### src/rtl/mem_arb_types.sv
// mem_arb_types: shared FSM state, grant port enums and word-align mask for mem_port_arbiter
package mem_arb_types;
  typedef enum logic [1:0] {IDLE = 2'd0, BUSY = 2'd1, RESP = 2'd2} arb_state_t;
  typedef enum logic {PORT_INST = 1'b0, PORT_DATA = 1'b1} arb_port_t;
  localparam logic [31:0] WORD_MASK = 32'hFFFF_FFFC;
endpackage

### src/rtl/mem_arb_perf_counter.sv
// mem_arb_perf_counter: 32-bit event counter (clk, rst, inc -> count) that saturates at all-ones
module mem_arb_perf_counter (
  input  logic        clk,
  input  logic        rst,
  input  logic        inc,
  output logic [31:0] count
);
  always_ff @(posedge clk) count <= rst ? '0 : count + {31'd0, inc & ~&count};
endmodule

### src/rtl/mem_port_arbiter.sv
// mem_port_arbiter: serialises inst/data mem requests onto one word pmem port with alternating tie-break; perf counters under MEM_ARB_PERF_CNT_EN
module mem_port_arbiter
  import mem_arb_types::*;
(
  input  logic        clk,
  input  logic        rst,
  input  logic        inst_mem_read,
  input  logic [31:0] inst_mem_address,
  output logic [31:0] inst_mem_rdata,
  output logic        inst_mem_resp,
  input  logic        data_mem_read,
  input  logic        data_mem_write,
  input  logic [31:0] data_mem_address,
  input  logic [31:0] data_mem_wdata,
  input  logic [3:0]  data_mem_byte_enable,
  output logic [31:0] data_mem_rdata,
  output logic        data_mem_resp,
  output logic        pmem_read,
  output logic        pmem_write,
  output logic [31:0] pmem_address,
  output logic [31:0] pmem_wdata,
  output logic [3:0]  pmem_byte_enable,
  input  logic [31:0] pmem_rdata,
  input  logic        pmem_resp,
  output logic [31:0] perf_inst_grants,
  output logic [31:0] perf_data_grants,
  output logic [31:0] perf_conflict_cycles
);
  arb_state_t state;
  arb_port_t  grant, last_grant;
  logic       data_req, pick_data, start, store;
  assign data_req  = data_mem_read | data_mem_write;
  assign pick_data = data_req & (~inst_mem_read | (last_grant == PORT_INST));
  assign start     = (state == IDLE) & (inst_mem_read | data_req);
  assign store     = pick_data & data_mem_write;
  always_ff @(posedge clk) begin
    if (rst) begin
      state            <= IDLE;
      grant            <= PORT_INST;
      last_grant       <= PORT_INST;
      pmem_read        <= 1'b0;
      pmem_write       <= 1'b0;
      pmem_address     <= '0;
      pmem_wdata       <= '0;
      pmem_byte_enable <= '0;
      inst_mem_rdata   <= '0;
      data_mem_rdata   <= '0;
      inst_mem_resp    <= 1'b0;
      data_mem_resp    <= 1'b0;
    end else begin
      inst_mem_resp <= 1'b0;
      data_mem_resp <= 1'b0;
      case (state)
        IDLE: if (start) begin
          state            <= BUSY;
          grant            <= pick_data ? PORT_DATA : PORT_INST;
          pmem_address     <= (pick_data ? data_mem_address : inst_mem_address) & WORD_MASK;
          pmem_wdata       <= data_mem_wdata;
          pmem_byte_enable <= store ? data_mem_byte_enable : 4'hF;
          pmem_read        <= ~store;
          pmem_write       <= store;
        end
        BUSY: if (pmem_resp) begin
          state      <= RESP;
          pmem_read  <= 1'b0;
          pmem_write <= 1'b0;
          if (grant == PORT_INST) begin
            inst_mem_rdata <= pmem_rdata;
            inst_mem_resp  <= 1'b1;
          end else begin
            data_mem_resp <= 1'b1;
            if (pmem_read) data_mem_rdata <= pmem_rdata;
          end
        end
        RESP: begin
          state      <= IDLE;
          last_grant <= grant;
        end
        default: state <= IDLE;
      endcase
    end
  end
`ifdef MEM_ARB_PERF_CNT_EN
  mem_arb_perf_counter u_inst_cnt (.clk(clk), .rst(rst), .inc(start & ~pick_data), .count(perf_inst_grants));
  mem_arb_perf_counter u_data_cnt (.clk(clk), .rst(rst), .inc(start & pick_data), .count(perf_data_grants));
  mem_arb_perf_counter u_conf_cnt (.clk(clk), .rst(rst), .inc((state == IDLE) & inst_mem_read & data_req), .count(perf_conflict_cycles));
`else
  assign perf_inst_grants     = '0;
  assign perf_data_grants     = '0;
  assign perf_conflict_cycles = '0;
`endif
endmodule

### config.mk
export PLATFORM = sky130hd
export DESIGN_NAME = mem_port_arbiter
export DESIGN_NICKNAME = d
export VERILOG_FILES = /design/src/rtl/mem_arb_types.sv /design/src/rtl/mem_arb_perf_counter.sv /design/src/rtl/mem_port_arbiter.sv
export SDC_FILE = /design/constraint.sdc
export NUM_CORES = 1
export LEC_CHECK = 0
export ABC_AREA = 1
export CAP_MARGIN = 0
export CORE_AREA = 2 2 143 145
export DETAILED_ROUTE_END_ITERATION = 10
export DIE_AREA = 0 0 145 147
export HOLD_SLACK_MARGIN = 0.1
export PLACE_DENSITY_LB_ADDON = 0.15
export REMOVE_ABC_BUFFERS = 1
export SETUP_SLACK_MARGIN = 0.3
export SYNTH_ARGS = -nofsm -noshare
export SYNTH_HDL_FRONTEND = slang
export SYNTH_SLANG_ARGS = --single-unit
export TNS_END_PERCENT = 1
### constraint.sdc
create_clock -name clk -period 3.3 [get_ports clk]
set_input_delay 0.825 -clock clk [delete_from_list [all_inputs] [get_ports clk]]
set_output_delay 0.825 -clock clk [all_outputs]
set_load 0.02 [all_outputs]
## Word level (Yosys, flattened, before mapping)

Index checks and enable logic that the tools add are counted.

- Word-level logic and storage cells: 49
- Bits in registers: 138

- Reductions and logical operators: 8
- Eq/ne operators: 4
- Mux-type cells: 13
- Bitwise logic cells: 12

Operators by type and width:

| operator | number |
|---|---|
| two-way mux 32 bit | 1 |
| two-way mux 1 bit | 6 |
| inverter 1 bit | 6 |
| AND reduction 3 bit | 2 |
| two-way mux 2 bit | 2 |
| two-way mux 4 bit | 1 |
| inequality test 2 bit, second input constant | 2 |
| one-hot mux 1 bit (2 select lines) | 2 |
| one-hot mux 2 bit (2 select lines) | 1 |
| AND reduction 2 bit | 2 |
| AND reduction 4 bit | 1 |
| AND 1 bit | 3 |
| bitwise OR 1 bit | 3 |
| OR reduction 3 bit | 1 |
| == test 2 x 1 -> 1 bit, second input constant | 1 |
| == test 2 bit, second input constant | 1 |
| zero test 2 bit | 1 |
| nonzero test 2 bit | 1 |

## Depth between registers and ports, before layout

Gate-level depths: netlist of the first run.

- Depth in word-level cells: 7
- Depth in mapped cells: 8

## Worst setup path before layout of the first run

No wires, ideal clock.

- Path kind: input -> register
- Start: input port data_mem_write
- End: register pmem_address[2]
- Data arrival time: 1.535 ns
- Cell stages on the path: 7
- Setup slack: 1.653 ns
- Path buffers: 1
- Cell sequence: nor2_1 > nand2_1 > nand2_2 > buf_2 > nand2_1 > nand2_1 > nor2_1

- Cells in the longest elaborated chain, start to end: 4
- Elaborated cells on any way between the ends: 6

RTL lines:

| element | RTL line | source |
|---|---|---|
| from (decl) | mem_port_arbiter.sv:12 | `input logic data_mem_write,` |
| bitwise OR 1 bit (*) | mem_port_arbiter.sv:32 | `assign data_req = data_mem_read \| data_mem_write;` |
| bitwise OR 1 bit | mem_port_arbiter.sv:34 | `assign start = (state == IDLE) & (inst_mem_read \| data_req);` |
| AND 1 bit | mem_port_arbiter.sv:34 |  |
| AND reduction 2 bit (no line) | n/a |  |
| to (signal assigned) | mem_port_arbiter.sv:57 | `pmem_address <= (pick_data ? data_mem_address : inst_mem_address) & WORD_MASK;` |
| to (decl) | mem_port_arbiter.sv:20 | `output logic [31:0] pmem_address,` |

Every way passes the cells marked *; elsewhere a longest branch is shown, timed or not.
A chain may end at the register's enable or synchronous reset.

## Final worst setup path of the first run

- Start: register pmem_read
- End: output port pmem_read

RTL lines:

| element | RTL line | source |
|---|---|---|
| from (decl) | mem_port_arbiter.sv:18 | `output logic pmem_read,` |
| from (signal assigned) | mem_port_arbiter.sv:60 | `pmem_read <= ~store;` |

No word-level cell between the ends.

==> results_dict.tcl, run 1 <==
set metrics [dict create \
    power_density_nw_per_um2 528.7 \
    clk_pin_slew_ns 0.07 \
    ys.warnings.count 0 \
    gr-total-overflow 0 \
    critPathSlowestCell "clkdlybuf4s50_1" \
    cts.path.max_buffers 2 \
    hold_buffers 0 \
    drt_iter0_drc 214 \
    grt_pass1_vias 4912 \
    swShare_pct 30.77 \
    root_buffer "clkbuf_16" \
    place_area_um2 8821 \
    io_pins 370 \
    grt_max_degree 71 \
    dp_hpwl_mm 12.34 \
    crit_path_start_kind "flip-flop" \
    core_um2 19840 \
    period_share_pct 67.50 \
    cap_violations 0 \
    synth_cell_types 22 \
    io_buffers 267 \
    synth_area_per_cell_um2 6.946 \
    tns_ns 0 \
    design_area_um2 9427 \
    arrival_ns 1.40 \
    clock_skew_ns 0.01001 \
    seqCellArea_um2 2763 \
    dp_cells 1400 \
    outcome "complete, no violations" \
    firstDrtPassIters 4 \
    area_delta_synth_final_pct 50.29 \
    hold_path_class "flip-flop to flip-flop" \
    synth_cells 903 \
    worst_ir_drop_vdd_uv 344.1 \
    setup_viol 0 \
    max_freq_mhz 448.9 \
    ys_ff_latch 138 \
    multi_input_area_um2 2639 \
    drc 0 \
    cts_tree "done" \
    antenna_found_initial 0 \
    htreeDepth 4 \
    path_delay_family "buffers and inverters" \
    rsz0062_at_grt "false" \
    path_buf_inv 1 \
    die_area_um2 21320 \
    drt_wl_total_mm 18.17 \
    fin_total_pwr_mw 4.984 \
    antenna_cells 0 \
    p_sw_mw 1.533 \
    cts_resized 0 \
    std_cell_rows 52 \
    cts_buffers 17 \
    internal-power_mw 3.450 \
    slew_headroom_pct 57.34 \
    grt_usage_pct 16.19 \
    fillers 2086 \
    grt_pass1_wl_mm 27.14 \
    worst_setup_path_end_kind "output pin" \
    yosysSeqAreaShare_pct 44.05 \
    pwr-share-comb_pct 23.2 \
    clkLatencyLatePin_ns 0.42 \
    worst-slew-pin-transition_ns 0.6390 \
    p_leak_nw 4.150 \
    via_per_inst 4.044 \
    slew_violations 0 \
    fp.dieW_um 145 \
    place.gp.congestion 0.7735 \
    critPathMaxStageDelay_ns 0.63 \
    die_y_um 147 \
    hold_violations 0 \
    antenna_left 0 \
    fin_crit_ns 2.228 \
    syn-cell-area_um2 6272 \
    start_util_pct 31.61 \
    seqPwrFrac_pct 37.4 \
    layout-drive-gt1-share_pct 4.733 \
    clock-sinks 138 \
    p_clk_share_pct 39.4 \
    vias 5791 \
    worstSetupPathType "flip-flop to output pin" \
    cp_max_fo 3 \
    crit_chain "clkdlybuf4s50_1" \
    post-cts-setup-buffer-count 0 \
    worstPathRequired_ns 2.47 \
    num-nets-final 1287 \
    routedWlPerCell_um 12.69 \
    fin_cells 1432 \
]
worst paths after layout:
| check | endpoint | from | cells after the start | slack [ns] |
|---|---|---|---|---|
| max | pmem_read | pmem_read | 1 | 1.07 |
| min | inst_mem_rdata[9] | inst_mem_rdata[9] | 2 | 0.48 |
| max reg2reg | pmem_address[29] | state[0] | 7 | 1.69 |
| min reg2reg | inst_mem_rdata[9] | inst_mem_rdata[9] | 2 | 0.48 |
cell type report:
class	count	area share (%)
clock buffer	17	4.513
clock inverter	15	1.911
inverter	72	2.880
multi-input combinational	643	27.99
sequential	138	29.31
tap	270	3.584
timing repair buffer	277	29.81
state kept, by name, indices dropped and copies added (netlist names):
name	cells
state	2
pmem_address	30
pmem_byte_enable	4
pmem_read	1
data_mem_resp	1
pmem_wdata	32
pmem_write	1
grant	1
last_grant	1
inst_mem_resp	1
data_mem_rdata	32
inst_mem_rdata	32
cell usage in the layout, fill, tap and decap left out:
master,count
nor2_2,2
o21ai_0,94
nand3_4,1
nor2_1,264
nor3b_1,1
nand2_2,3
o21ai_4,1
nand2_1,136
nor3_1,32
bufinv_16,2
dfxtp_1,138
conb_1,98
inv_8,4
buf_12,5
inv_6,4
clkinvlp_4,3
a21oi_1,5
o21ai_1,3
nand3_1,2
inv_2,4
buf_4,5
a21oi_4,1
inv_1,67
clkbuf_16,17
clkinv_4,2
clkdlybuf4s50_1,267
clkinv_2,1
layer usage:
layer	GRT usage [%]	share of wire, %	wire [um]	vias to the layer above
li1	-	-	-	3058
met1	19.25	43	7747	2495
met2	27.19	49	8842	212
met3	4.876	5.9	1079	26
met4	7.030	2.8	501	0
met5	0	0	0	-
cell usage after synthesis, drive strengths merged:
library cell  instances  share of area [%]
nor2                266                 16
nor3b                 1               0.12
clkbuf               21                1.4
a21oi                 6               0.66
nand3                 3               0.44
nor3                 32                2.6
dfxtp               138                 44
inv                  72                4.3
conb                  1              0.060
nand2               139                8.4
o21ai                98                7.9
buf                 126                 14
kinds of logic after synthesis:
logic type      share of synthesized area (%)
compound gates                          8.538
buf+inv                                 19.81
flops                                   44.05
other cells                           0.05979
simple gates                            27.55
metrics by stage:
| stage | util, % | setup WS, ns | hold WS, ns |
|---|---|---|---|
| 2_1_floorplan | - | 0.6029 | 0.4438 |
| 3_5_place_dp | 44.45 | 0.6753 | 0.4700 |
| 5_1_grt | 47.50 | 0.9997 | 0.4993 |
| 3_3_place_gp | 44.45 | 0.6777 | 0.4608 |
| 4_1_cts | 47.50 | 1.035 | 0.4847 |
| 6_report | 47.50 | 1.072 | 0.4778 |
power by group through the flow:
stage | registers, mW | logic (mW) | clock network [mW]
6_report | 1.87 | 1.16 | 1.96
5_1_grt | 1.88 | 1.26 | 2.11
4_1_cts | 1.87 | 1.17 | 2.03
3_5_place_dp | 1.90 | 1.16 | 0
3_3_place_gp | 1.90 | 1.16 | 0
2_1_floorplan | 2.07 | 0.436 | 0
Note: power is estimated with default switching activity, not from simulation.
==> inputs of run 2 (changes only) <==
Settings changed: CORE_AREA 2 2 143 145 to not set, CORE_ASPECT_RATIO set to 0.8, CORE_MARGIN set to 2, CORE_UTILIZATION set to 34, DIE_AREA 0 0 145 147 to not set.
Clock period 3.3 ns to 1.8 ns, I/O delays scaled along.
==> results_dict.tcl, run 2 (synthesized netlist as in run 1, its figures left out) <==
set metrics [dict create \
    outcome "complete, no violations" \
    routedWlPerCell_um 12.42 \
    setup_viol 0 \
    antenna_found_initial 0 \
    root_buffer "clkbuf_16" \
    clock-sinks 138 \
    layout_commonest_cell "nor2_1" \
    die_y_um 125.5 \
    mostFrequentLayoutCells "nor2_1, dfxtp_1, nand2_1" \
    clk_pin_slew_ns 0.06 \
    period_share_pct 85.25 \
    r2r_start "state[0]" \
    core_um2 18110 \
    gr-total-overflow 0 \
    path_delay_family "buffers and inverters" \
    post-cts-setup-buffer-count 0 \
    rsz0062_at_grt "true" \
    start_util_pct 34.63 \
    vias 5799 \
    std_cell_rows 44 \
    worst_ir_drop_vdd_uv 501.8 \
    drt_wl_total_mm 17.47 \
    grt_usage_pct 17.71 \
    hold_start "pmem_wdata[1]" \
    cts_resized 220 \
    hold_violations 0 \
    layout-drive-gt1-share_pct 6.548 \
    hold_path_class "flip-flop to flip-flop" \
    power_density_nw_per_um2 950.7 \
    fin_crit_ns 1.534 \
    antenna_cells 0 \
    drt_iter0_drc 280 \
    clkLatencyLatePin_ns 0.41 \
    crit_path_start_kind "flip-flop" \
    htreeDepth 4 \
    antenna_left 0 \
    grt_max_degree 70 \
    fp.dieW_um 155.9 \
    cap_violations 0 \
    area_delta_synth_final_pct 51.47 \
    drc 0 \
    io_buffers 267 \
    crit_chain "clkdlybuf4s15_1" \
    grt_pass1_vias 5166 \
    via_per_inst 4.124 \
    io_pins 370 \
    die_area_um2 19560 \
    tns_ns 0 \
    critPathSlowestCell "clkdlybuf4s15_1" \
    cp_max_fo 2 \
    clock_skew_ns 0.01006 \
    worstPathRequired_ns 1.35 \
    cts_buffers 17 \
    max_freq_mhz 651.7 \
    path_buf_inv 1 \
    fillers 1788 \
    dp_cells 1374 \
    arrival_ns 1.08 \
    reg_top3 "data_mem_rdata: 32 flops, inst_mem_rdata: 32 flops, pmem_wdata: 32 flops" \
    dp_hpwl_mm 12.09 \
    grt_pass1_wl_mm 27.39 \
    worstSetupPathType "flip-flop to output pin" \
    worst_setup_path_end_kind "output pin" \
    critPathMaxStageDelay_ns 0.34 \
    p_leak_nw 4.526 \
    cts.path.max_buffers 2 \
    fin_cells 1406 \
    place.gp.congestion 0.7750 \
    hold_buffers 0 \
    cts_tree "done" \
    cp-startpoint "inst_mem_rdata[2]" \
    num-nets-final 1301 \
    firstDrtPassIters 5 \
    slew_violations 0 \
]
run 2: cell types whose count changed in the layout (fill, tap and decap cells not counted), sizes merged:
| cell | change |
|---|---|
| clkbuf | +2 |
| clkinv | +1 |
| dlygate4sd2 | +53 |
| clkdlybuf4s15 | +80 |
| clkinvlp | +1 |
| buf | +14 |
| inv | -3 |
| clkdlybuf4s50 | -134 |
run 2: cell type report:
cell class / count / area (um2) / share of cell area (%)
timing repair buffer: 291 / 2940 / 30.95
sequential: 138 / 2763 / 29.08
multi-input combinational: 643 / 2639 / 27.78
clock buffer: 18 / 439.2 / 4.623
tap: 230 / 287.8 / 3.029
inverter: 72 / 271.5 / 2.858
clock inverter: 14 / 160.2 / 1.686
run 2: worst paths after layout:
path         slack (ns)  cells after the start           endpoint
min                0.47                      2      pmem_wdata[1]
max                0.27                      1  inst_mem_rdata[2]
max reg2reg        0.48                      7     pmem_wdata[27]
min reg2reg        0.47                      2      pmem_wdata[1]
run 2: layer usage:
layer	vias up	track usage, %	share of wire [%]
li1	3084	-	-
met1	2465	22.10	44
met2	223	28.66	46
met3	27	5.095	7.3
met4	0	7.447	2.6
met5	-	0	0
run 2: metrics by stage:
stage | cell area [um2] | utilization [%] | setup slack [ns] | power, mW | hold slack (ns)
after CTS | 9503 | 52.47 | 0.2457 | 9.157 | 0.4793
after global placement | 8964 | 49.49 | -0.06160 | 5.678 | 0.4601
after detailed placement | 8964 | 49.49 | -0.07239 | 5.694 | 0.4688
final | 9500 | 52.45 | 0.2655 | 9.032 | 0.4717
after global routing | 9500 | 52.45 | 0.2064 | 9.523 | 0.4984
after floorplan | 5664 | - | -0.5221 | 4.588 | 0.4438
run 2: power by group:
part / switching (mW) / internal, mW
Sequential: 0.117 / 3.30
Clock: 1.45 / 2.11
Combinational: 1.20 / 0.851
Total: 2.77 / 6.26
==> inputs of run 3 (changes only) <==
Settings changed: CORE_AREA set to 2 2 143 145, CORE_ASPECT_RATIO 0.8 to not set, CORE_MARGIN 2 to not set, CORE_UTILIZATION 34 to not set, DIE_AREA set to 0 0 145 147.
==> results_dict.tcl, run 3 (synthesized netlist as in run 1, its figures left out) <==
set metrics [dict create \
    outcome "complete, no violations" \
    post-cts-setup-buffer-count 0 \
    layout_commonest_cell "nor2_1" \
    place.gp.congestion 0.7513 \
    post-route-util_pct 48.09 \
    hold_path_end "pmem_wdata[7]" \
    die_area_um2 21320 \
    worst_setup_path_end_kind "output pin" \
    die_y_um 147 \
    crit_path_start_kind "flip-flop" \
    whs_path_depth 2 \
    area_delta_synth_final_pct 52.14 \
    cp_max_fo 2 \
    vias 5877 \
    arrival_ns 1.09 \
    io_buffers 267 \
    via_per_inst 4.059 \
    root_buffer "clkbuf_16" \
    critPathMaxStageDelay_ns 0.34 \
    fin_total_pwr_mw 9.033 \
    power_density_nw_per_um2 946.6 \
    cts.path.max_buffers 2 \
    antenna_found_initial 0 \
    cap_violations 0 \
    grt_max_degree 75 \
    mostFrequentLayoutCells "nor2_1, dfxtp_1, nand2_1" \
    r2r_end "pmem_wdata[1]" \
    r2r_cells 7 \
    hold_start "pmem_wdata[7]" \
    hold_violations 0 \
    cp.depth 1 \
    routedWlPerCell_um 12.62 \
    critPathSlowestCell "dlygate4sd2_1" \
    r2r_slack_ns 0.47 \
    num-nets-final 1303 \
    cts_buffers 17 \
    path_buf_inv 1 \
    htreeDepth 4 \
    reg_top3 "data_mem_rdata: 32 flops, inst_mem_rdata: 32 flops, pmem_wdata: 32 flops" \
    period_share_pct 85.49 \
    drt_wl_total_mm 18.28 \
    rsz0062_at_grt "true" \
    antenna_left 0 \
    worstPathRequired_ns 1.35 \
    fp.dieW_um 145 \
    layout-drive-gt1-share_pct 6.876 \
    r2r_start "state[1]" \
    drc 0 \
    p_leak_nw 4.558 \
    gr-total-overflow 0 \
    clkLatencyLatePin_ns 0.42 \
    grt_usage_pct 16.81 \
    antenna_cells 0 \
    slew_violations 0 \
    dp_hpwl_mm 12.73 \
    grt_pass1_wl_mm 28.44 \
    clock-sinks 138 \
    crit_chain "dlygate4sd2_1" \
    worstSetupPathType "flip-flop to output pin" \
    clock_skew_ns 0.01171 \
    io_pins 370 \
    path_delay_family "buffers and inverters" \
    grt_pass1_vias 5270 \
    start_util_pct 31.61 \
    cts_tree "done" \
    fin_crit_ns 1.539 \
    clk_pin_slew_ns 0.06 \
    worst_ir_drop_vdd_uv 601.7 \
    hold_path_class "flip-flop to flip-flop" \
    std_cell_rows 52 \
    core_um2 19840 \
    max_freq_mhz 649.9 \
    setup_viol 0 \
    firstDrtPassIters 4 \
    drt_iter0_drc 217 \
    fillers 2079 \
]
run 3: cell types whose count changed in the layout (fill, tap and decap cells not counted), sizes merged:
cell           change
clkdlybuf4s15     -12
dlygate4sd2       +12
buf                +2
clkinv             +1
inv                -1
run 3: how the worst max path moves through the flow:
stage	startpoint	endpoint	slack (ns)
global route	data_mem_rdata[13]	data_mem_rdata[13]	0.19
floorplan	rst	data_mem_rdata[0]	-0.52
finish	pmem_address[10]	pmem_address[10]	0.26
CTS	pmem_wdata[8]	pmem_wdata[8]	0.23
detailed placement	data_mem_write	pmem_address[13]	-0.08
global placement	data_mem_write	pmem_byte_enable[0]	-0.05
run 3: routing by layer:
metal	part of all wire, %	wire [um]	GRT usage [%]	vias up
met1	43	7824	20.12	2563
met5	0	0	0	-
met4	1.8	337	6.040	0
met3	7.0	1286	5.466	19
li1	-	-	-	3082
met2	48	8828	28.36	213
run 3: stage by stage:
step / instances / area [um2] / worst slack (ns) / setup TNS (ns) / hold WS [ns]
after floorplan: 853 / 5664 / -0.5221 / -63.18 / 0.4438
after global placement: 1416 / 9016 / -0.04850 / -1.726 / 0.4608
after detailed placement: 1416 / 9016 / -0.08092 / -2.943 / 0.4696
after CTS: 1448 / 9545 / 0.2346 / 0 / 0.4792
after global routing: 1448 / 9543 / 0.1906 / 0 / 0.4982
final: 1448 / 9543 / 0.2613 / 0 / 0.4731
run 3: power breakdown:
| part | switching [mW] | internal, mW |
|---|---|---|
| sequential | 0.117 | 3.30 |
| combinational | 1.20 | 0.845 |
| clock | 1.46 | 2.11 |
| total | 2.78 | 6.26 |
run 3: what timing repair did:
item / in CTS / in global routing
hold buffers: 0 / 0
gates resized for setup: 210 / 3
setup endpoints to repair: 134 / 181
gates cloned: 0 / 0
pin swaps: 0 / 0
run 3: area by class of cell:
class | count | area (um2) | share of cell area, %
Clock buffer | 18 | 439.2 | 4.602
Clock inverter | 14 | 162.7 | 1.704
Inverter | 72 | 271.5 | 2.845
Multi-Input combinational cell | 643 | 2639 | 27.65
Sequential cell | 138 | 2763 | 28.95
Tap cell | 270 | 337.8 | 3.540
Timing Repair Buffer | 293 | 2930 | 30.71
